$ cat config.mk
export PLATFORM = sky130hd
export DESIGN_NAME = ysyx_22050710_ifq_flat
export DESIGN_NICKNAME = d
export VERILOG_FILES = /design/src/rtl/ysyx_22050710_pkg.sv /design/src/rtl/ysyx_22050710_ifq_if.sv /design/src/rtl/ysyx_22050710_sync_fifo.sv /design/src/rtl/ysyx_22050710_ifq.sv /design/src/flat_wrapper.sv
export SDC_FILE = /design/constraint.sdc
export NUM_CORES = 1
export LEC_CHECK = 0
export BUFFER_PORTS_ARGS = -buffer_cell sky130_fd_sc_hd__buf_2
export CAP_MARGIN = 20
export CORE_MARGIN = 1
export CORE_UTILIZATION = 45
export DETAILED_ROUTE_END_ITERATION = 16
export HOLD_SLACK_MARGIN = 0.12
export PLACE_DENSITY = 0.73
export RECOVER_POWER = 50
export SYNTH_ARGS = -nofsm -noshare
export SYNTH_HDL_FRONTEND = slang
export SYNTH_HIERARCHICAL = 1
export SYNTH_SLANG_ARGS = --single-unit
$ cat constraint.sdc
create_clock -name i_clk -period 6.3 [get_ports i_clk]
set_input_delay 1.26 -clock i_clk [delete_from_list [all_inputs] [get_ports i_clk]]
set_output_delay 1.26 -clock i_clk [all_outputs]
set_load 0.02 [all_outputs]
$ cat src/rtl/ysyx_22050710_pkg.sv
`default_nettype none
// ============================================================================
//  Module   : ysyx_22050710_pkg
//  Purpose  : Shared constants and types for the instruction-fetch front end.
//             RESET_PC      - first fetch address after reset
//             INST_W        - instruction width carried through the queue
//             fetch_entry_t - one buffered {pc, inst} pair
//  Revision : 1.0  initial release
// ============================================================================
package ysyx_22050710_pkg;

    localparam int          INST_W   = 32;
    localparam logic [63:0] RESET_PC = 64'h8000_0000;

    typedef struct packed {
        logic [63:0]       pc;
        logic [INST_W-1:0] inst;
    } fetch_entry_t;

endpackage
`default_nettype wire

$ cat src/rtl/ysyx_22050710_ifq_if.sv
`default_nettype none
// ============================================================================
//  Module   : ysyx_22050710_ifq_if
//  Purpose  : Bundles the fetch queue's redirect input, decode handshake and
//             inst SRAM port. Signal names are from the queue's point of view.
//  Ports    : master - the fetch queue (drives o_*, samples i_*)
//             slave  - the surroundings: decode stage, inst SRAM, redirect
//  Revision : 1.0  initial release
// ============================================================================
interface ysyx_22050710_ifq_if #(
    parameter int PC_W   = 64,
    parameter int ADDR_W = 32,
    parameter int DATA_W = 64
) ();
    import ysyx_22050710_pkg::*;

    logic              i_redirect;
    logic [PC_W-1:0]   i_redirect_pc;
    logic              o_valid;
    logic              i_ready;
    logic [PC_W-1:0]   o_pc;
    logic [INST_W-1:0] o_inst;
    logic              o_inst_sram_en;
    logic [ADDR_W-1:0] o_inst_sram_addr;
    logic [DATA_W-1:0] i_inst_sram_rdata;

    modport master (
        input  i_redirect, i_redirect_pc, i_ready, i_inst_sram_rdata,
        output o_valid, o_pc, o_inst, o_inst_sram_en, o_inst_sram_addr
    );

    modport slave (
        output i_redirect, i_redirect_pc, i_ready, i_inst_sram_rdata,
        input  o_valid, o_pc, o_inst, o_inst_sram_en, o_inst_sram_addr
    );

endinterface
`default_nettype wire

$ cat src/rtl/ysyx_22050710_sync_fifo.sv
`default_nettype none
// ============================================================================
//  Module   : ysyx_22050710_sync_fifo
//  Purpose  : Synchronous first-word-fall-through FIFO with a flush input.
//  Ports    : clk, rst          clock, synchronous active-high reset
//             i_flush           empty the FIFO (overrides push and pop)
//             i_push, i_data    write one entry
//             i_pop             drop the head entry (ignored when empty)
//             o_data            head entry (meaningful while o_count != 0)
//             o_count           number of stored entries, 0..DEPTH
//  Revision : 1.0  initial release
// ============================================================================
module ysyx_22050710_sync_fifo #(
    parameter int WIDTH = 96,
    parameter int DEPTH = 4
) (
    input  logic                     clk,
    input  logic                     rst,
    input  logic                     i_flush,
    input  logic                     i_push,
    input  logic [WIDTH-1:0]         i_data,
    input  logic                     i_pop,
    output logic [WIDTH-1:0]         o_data,
    output logic [$clog2(DEPTH):0]   o_count
);

    localparam int               PTR_W  = $clog2(DEPTH);
    localparam logic [PTR_W:0]   c_full = (PTR_W+1)'(DEPTH);

    logic [WIDTH-1:0] r_mem [DEPTH];
    logic [PTR_W-1:0] r_rd_ptr;
    logic [PTR_W-1:0] r_wr_ptr;
    logic [PTR_W:0]   r_count;
    logic             w_do_pop;
    logic             w_do_push;

    assign w_do_pop  = i_pop && (r_count != '0);
    // A full FIFO still accepts a push when the head leaves in the same cycle.
    assign w_do_push = i_push && ((r_count != c_full) || w_do_pop);

    // Pointers wrap naturally because DEPTH is a power of two.
    always_ff @(posedge clk) begin
        if (rst || i_flush) begin
            r_rd_ptr <= '0;
            r_wr_ptr <= '0;
            r_count  <= '0;
        end else begin
            if (w_do_push) r_wr_ptr <= r_wr_ptr + 1'b1;
            if (w_do_pop)  r_rd_ptr <= r_rd_ptr + 1'b1;
            case ({w_do_push, w_do_pop})
                2'b10:   r_count <= r_count + 1'b1;
                2'b01:   r_count <= r_count - 1'b1;
                default: r_count <= r_count;
            endcase
        end
    end

    // Storage is not reset; a write during flush lands in a slot that is
    // no longer considered occupied.
    always_ff @(posedge clk) begin
        if (w_do_push) r_mem[r_wr_ptr] <= i_data;
    end

    assign o_data  = r_mem[r_rd_ptr];
    assign o_count = r_count;

endmodule
`default_nettype wire

$ cat src/rtl/ysyx_22050710_ifq.sv
`default_nettype none
// ============================================================================
//  Module   : ysyx_22050710_ifq
//  Purpose  : Instruction-fetch front end. Streams sequential reads to the
//             inst SRAM, extracts the 32-bit instruction from each 64-bit
//             word, buffers {pc, inst} pairs and hands them to decode over a
//             valid/ready handshake. A redirect flushes all queued and
//             in-flight work and restarts fetch at the new pc.
//  Ports    : i_clk, i_rst      clock, synchronous active-high reset
//             bus (master)      redirect, decode handshake, inst SRAM port
//  Revision : 1.0  initial release
// ============================================================================
module ysyx_22050710_ifq #(
    parameter int              PC_W     = 64,
    parameter int              ADDR_W   = 32,
    parameter int              DATA_W   = 64,
    parameter int              DEPTH    = 4,
    parameter logic [PC_W-1:0] RESET_PC = PC_W'(ysyx_22050710_pkg::RESET_PC)
) (
    input  logic                i_clk,
    input  logic                i_rst,
    ysyx_22050710_ifq_if.master bus
);
    import ysyx_22050710_pkg::*;

    localparam int             CNT_W    = $clog2(DEPTH) + 1;
    localparam int             ENT_W    = PC_W + INST_W;
    localparam logic [CNT_W:0] c_credit = (CNT_W+1)'(DEPTH);

    logic [PC_W-1:0]   r_fetch_pc;
    logic [PC_W-1:0]   r_inflight_pc;
    logic              r_inflight;
    logic [CNT_W-1:0]  w_count;
    logic [CNT_W:0]    w_used;
    logic              w_flush;
    logic              w_issue;
    logic              w_valid;
    logic              w_pop;
    logic [DATA_W-1:0] w_rdata;
    logic [INST_W-1:0] w_inst;
    logic [ENT_W-1:0]  w_push_data;
    logic [ENT_W-1:0]  w_head;
    logic              w_unused_pc_lsb;

    // Reset and redirect both discard everything queued or returning.
    assign w_flush = i_rst | bus.i_redirect;

    // Credit: a request may only leave when a queue slot is reserved for it,
    // counting the response still on its way back.
    assign w_used  = {1'b0, w_count} + {{CNT_W{1'b0}}, r_inflight};
    assign w_issue = !w_flush && (w_used < c_credit);

    always_ff @(posedge i_clk) begin
        if (i_rst) begin
            r_fetch_pc    <= RESET_PC;
            r_inflight_pc <= '0;
            r_inflight    <= 1'b0;
        end else if (bus.i_redirect) begin
            r_fetch_pc <= {bus.i_redirect_pc[PC_W-1:2], 2'b00};
            r_inflight <= 1'b0;
        end else begin
            r_inflight <= w_issue;
            if (w_issue) begin
                r_fetch_pc    <= r_fetch_pc + PC_W'(4);
                r_inflight_pc <= r_fetch_pc;
            end
        end
    end

    // pc bit 2 picks the upper or lower word of the 64-bit read.
    assign w_rdata     = bus.i_inst_sram_rdata;
    assign w_inst      = r_inflight_pc[2] ? w_rdata[2*INST_W-1 -: INST_W]
                                          : w_rdata[INST_W-1:0];
    assign w_push_data = {r_inflight_pc, w_inst};

    assign w_valid = (w_count != '0);
    assign w_pop   = w_valid && bus.i_ready;

    ysyx_22050710_sync_fifo #(
        .WIDTH (ENT_W),
        .DEPTH (DEPTH)
    ) u_fifo (
        .clk     (i_clk),
        .rst     (i_rst),
        .i_flush (w_flush),
        .i_push  (r_inflight),
        .i_data  (w_push_data),
        .i_pop   (w_pop),
        .o_data  (w_head),
        .o_count (w_count)
    );

    assign bus.o_valid          = w_valid;
    assign bus.o_pc             = w_head[ENT_W-1 -: PC_W];
    assign bus.o_inst           = w_head[INST_W-1:0];
    assign bus.o_inst_sram_en   = w_issue;
    assign bus.o_inst_sram_addr = r_fetch_pc[ADDR_W-1:0];

    // Redirect targets are word aligned; the low two bits are ignored.
    assign w_unused_pc_lsb = ^bus.i_redirect_pc[1:0];

endmodule
`default_nettype wire

$ cat src/flat_wrapper.sv
// flat-port wrapper written by rule: the top's interface ports become plain ports
module ysyx_22050710_ifq_flat import ysyx_22050710_pkg::*;
#(
    parameter int              PC_W     = 64,
    parameter int              ADDR_W   = 32,
    parameter int              DATA_W   = 64,
    parameter int              DEPTH    = 4,
    parameter logic [PC_W-1:0] RESET_PC = PC_W'(ysyx_22050710_pkg::RESET_PC)
)
  (i_clk, i_rst, bus_i_redirect, bus_i_redirect_pc, bus_i_ready, bus_i_inst_sram_rdata, bus_o_valid, bus_o_pc, bus_o_inst, bus_o_inst_sram_en, bus_o_inst_sram_addr);
  ysyx_22050710_ifq_if #(.PC_W(PC_W), .ADDR_W(ADDR_W), .DATA_W(DATA_W)) bus_i ();
  input  logic i_clk;
  input  logic i_rst;
  input wire logic [$bits(bus_i.i_redirect)-1:0] bus_i_redirect;
  input wire logic [$bits(bus_i.i_redirect_pc)-1:0] bus_i_redirect_pc;
  input wire logic [$bits(bus_i.i_ready)-1:0] bus_i_ready;
  input wire logic [$bits(bus_i.i_inst_sram_rdata)-1:0] bus_i_inst_sram_rdata;
  output wire logic [$bits(bus_i.o_valid)-1:0] bus_o_valid;
  output wire logic [$bits(bus_i.o_pc)-1:0] bus_o_pc;
  output wire logic [$bits(bus_i.o_inst)-1:0] bus_o_inst;
  output wire logic [$bits(bus_i.o_inst_sram_en)-1:0] bus_o_inst_sram_en;
  output wire logic [$bits(bus_i.o_inst_sram_addr)-1:0] bus_o_inst_sram_addr;
  assign bus_i.i_redirect = bus_i_redirect;
  assign bus_i.i_redirect_pc = bus_i_redirect_pc;
  assign bus_i.i_ready = bus_i_ready;
  assign bus_i.i_inst_sram_rdata = bus_i_inst_sram_rdata;
  assign bus_o_valid = bus_i.o_valid;
  assign bus_o_pc = bus_i.o_pc;
  assign bus_o_inst = bus_i.o_inst;
  assign bus_o_inst_sram_en = bus_i.o_inst_sram_en;
  assign bus_o_inst_sram_addr = bus_i.o_inst_sram_addr;
  ysyx_22050710_ifq #(.PC_W(PC_W), .ADDR_W(ADDR_W), .DATA_W(DATA_W), .DEPTH(DEPTH), .RESET_PC(RESET_PC)) u_core (.i_clk(i_clk), .i_rst(i_rst), .bus(bus_i));
endmodule
==> impl_metrics.csv <==
group,metric,value,unit
run_status,status,"finished, violations left",
run_status,violations,"max-capacitance violations, max-slew violations",
power,power,7.184,mW
global_routing,use_met2,34.46,%
global_routing,track_usage,21.10,%
clock_network,root_buffer,"clkbuf_16",
power,total_leakage_power,8.183,nW
floorplan,die_h,218.5,um
sta,rsz0062_at_grt,"false",
worst_setup_path,crit_arrival,5.41,ns
floorplan,fp.dieW,218.5,um
synth,yosys-mux-area-fraction,12.26,%
sta,final-max-slew-violation-count,145,
worst_setup_path,cp.required,6.76,ns
layout,multiInputGateArea,6175,sq um
route,ant_nets,0,
synth,ys_warn_count,6,
route,drt_iter0_markers,1000,
worst_setup_path,start_kind,"input port",
sta,fin_tns_setup,0,ns
global_routing,grt_pass1_vias,12870,
floorplan,boundaryPins,262,
clock_network,postCtsResizedCells,0,
layout,drive_above_1_share,25.77,%
sta,max_freq,0.2020,GHz
clock_network,htreeDepth,2,
global_routing,groute.layer.met1.usage,28.26,%
synth,synth_area,21090,sq um
floorplan,die-area,47730,sq um
clock_network,cts_tree,"done",
worst_setup_path,end_kind,"flop",
route,routed_via_density,5.708,
route,vias,13060,
global_routing,antenna_found_initial,8,
floorplan,core,45770,sq um
floorplan,fp-row-count,78,
synth,synth_xor_area_share,0.9552,%
synth,seq_area_frac_synth,67.40,%
synth,syn_area_per_cell,14.90,sq um
worst_setup_path,worst-setup-path-type,"input port to flop",
clock_network,cts.clk_slew.worst_paths,0.06,ns
sta,tightest_slew,3.454,ns
clock_network,clock_latency,0.60,ns
clock_network,clk_path_buf_depth,3,
route,first_pass_iters,5,
worst_setup_path,cp_max_fo,71,
route,drc,0,
worst_setup_path,reg2reg_depth,6,
layout,final_common_cell,"edfxtp_1",
power,p_per_area,294.9,nW/um^2
place,gp_congestion,0.8076,
place,placed_area,22710,sq um
clock_network,cts_setup_buffers,0,
layout,fillCellCount,3747,
synth,synth_enable_flop_cells,384,
synth,synthFlopType,"edfxtp_1",
place,dpl.hpwl,32300,um
synth,syn_inst,1415,
hold_path,hold_path_depth,2,
layout,fin_area,24360,sq um
power,peakVddDrop,0.2043,mV
layout,regArea,14220,sq um
synth,synth_top_family_by_area,"multiplexers",
run,drv_cap,4,
synth,synth-async-reset-ratio,0,%
global_routing,met3_usage,3.786,%
sta,max_slew_margin,-130.3,%
global_routing,grt_max_degree,72,
synth,synth-adder-area-share,0.3916,%
sta,setup_viol,0,
layout,nets,1777,
sta,finalCriticalPeriod,4.951,ns
route,avgRoutedWirePerCell,22.09,um
hold_path,hold_class,"flop to flop",
synth,synth_compound_area_share,5.619,%
clock_network,clock_sinks,518,
synth,synth_cell_types,76,
layout,final_cell_mix,"edfxtp_1 (384), buf_2 (225), nand2_1 (168), dfxtp_1 (132), mux4_2 (96)",
floorplan,initial_core_util,46.07,%
sta,setup_ws,1.349,ns
place,pre_cts_ws,2.284,ns
layout,area_growth,15.52,%
sta,clock_skew,0.02400,ns
clock_network,hold_buffers,0,
global_routing,gr-total-overflow,0,
synth,yosys.area_share.simple,9.973,%
place,io_buffer_count,257,
synth,yosys_register_bits,518,
sta,hold_viol,0,
global_routing,grt_pass1_wl,75520,um
clock_network,numCtsBuffers,53,
global_routing,top_usage_layer,"met2",
sta,finalCritPeriodShare,78.59,%
route,wl,50540,um
metal layers:
| metal | up-vias | routed length, um |
|---|---|---|
| met2 | 538 | 24640 |
| met3 | 91 | 3613 |
| li1 | 5914 | - |
| met4 | 4 | 1303 |
| met1 | 6512 | 20960 |
| met5 | - | 24 |
metrics by stage:
step           utilization, %  hold WS [ns]  std cells
2_1_floorplan               -        0.4482       1424
3_3_place_gp            49.63        0.4701       2184
3_5_place_dp            49.63        0.4878       2184
4_1_cts                 53.38        0.4978       2284
5_1_grt                 53.22        0.5199       2287
6_report                53.23        0.4950       2288
power breakdown:
group	switching [mW]	leakage [nW]	total, mW	internal (mW)
Combinational	0.215	2.65	0.339	0.124
Sequential	0.0730	4.70	3.80	3.72
Clock	1.25	0.832	3.05	1.80
Total	1.54	8.18	7.18	5.64
area by class of cell:
| class | count | share of cell area, % |
|---|---|---|
| flip-flops and latches | 518 | 58.37 |
| multi-input cells | 766 | 25.35 |
| clock buffers | 89 | 6.671 |
| repair buffers | 276 | 5.726 |
| well taps | 600 | 3.082 |
| clock inverters | 11 | 0.3903 |
| inverters | 24 | 0.3698 |
| diodes | 4 | 0.04109 |
worst max-delay path, cell delays in order:
cell and delay [ns]:
clkbuf_2 0.94, clkbuf_1 2.51, or2_2 0.57, nor2_1 0.10
Yosys cell counts, drive strengths merged (14+ instances only):
library cell | count | area, sq um
clkbuf | 55 | 207.7
and2 | 14 | 92.59
nor3 | 20 | 105.1
buf | 61 | 416.7
nand4 | 32 | 221.5
or4 | 15 | 116.4
nor2 | 52 | 195.2
mux2 | 34 | 382.9
edfxtp | 384 | 11530
nand3 | 32 | 160.2
a21oi | 87 | 435.4
nor4 | 16 | 130.1
and3 | 14 | 87.58
inv | 22 | 82.58
mux4 | 96 | 2162
nand2 | 169 | 634.4
dfxtp | 134 | 2683
a211oi | 14 | 105.1
path summary, 6_finish.rpt:
path	startpoint	endpoint	slack (ns)
max	i_rst	flop	1.35
min reg2reg	u_core/r_inflight_pc[12]$_SDFFE_PP0P_	u_core/r_inflight_pc[12]$_SDFFE_PP0P_	0.49
max reg2reg	u_core/u_fifo/o_count[0]$_SDFFE_PP0P_	u_core/u_fifo/r_mem[3][0]$_DFFE_PP_	1.39
min	u_core/r_inflight_pc[12]$_SDFFE_PP0P_	u_core/r_inflight_pc[12]$_SDFFE_PP0P_	0.49
state kept, by name, indices dropped and copies added, names as in the netlist, named ones only:
register                cells
u_core/r_fetch_pc          62
u_core/r_inflight           1
u_core/r_inflight_pc       62
u_core/u_fifo/o_count       3
u_core/u_fifo/r_mem       384
u_core/u_fifo/r_rd_ptr      2
u_core/u_fifo/r_wr_ptr      2
logic make-up (layout without fill, tap and decap cells):
family	after synthesis	after routing
AOI/OAI and AO/OA	184	184
xor gates and xnor gates	23	23
DFF	518	518
muxes	134	134
and+or+nand+nor	409	409
buffers and inverters	140	400
adders and majority gates	6	6
other	1	14
Power figures use the tool's default switching activity.
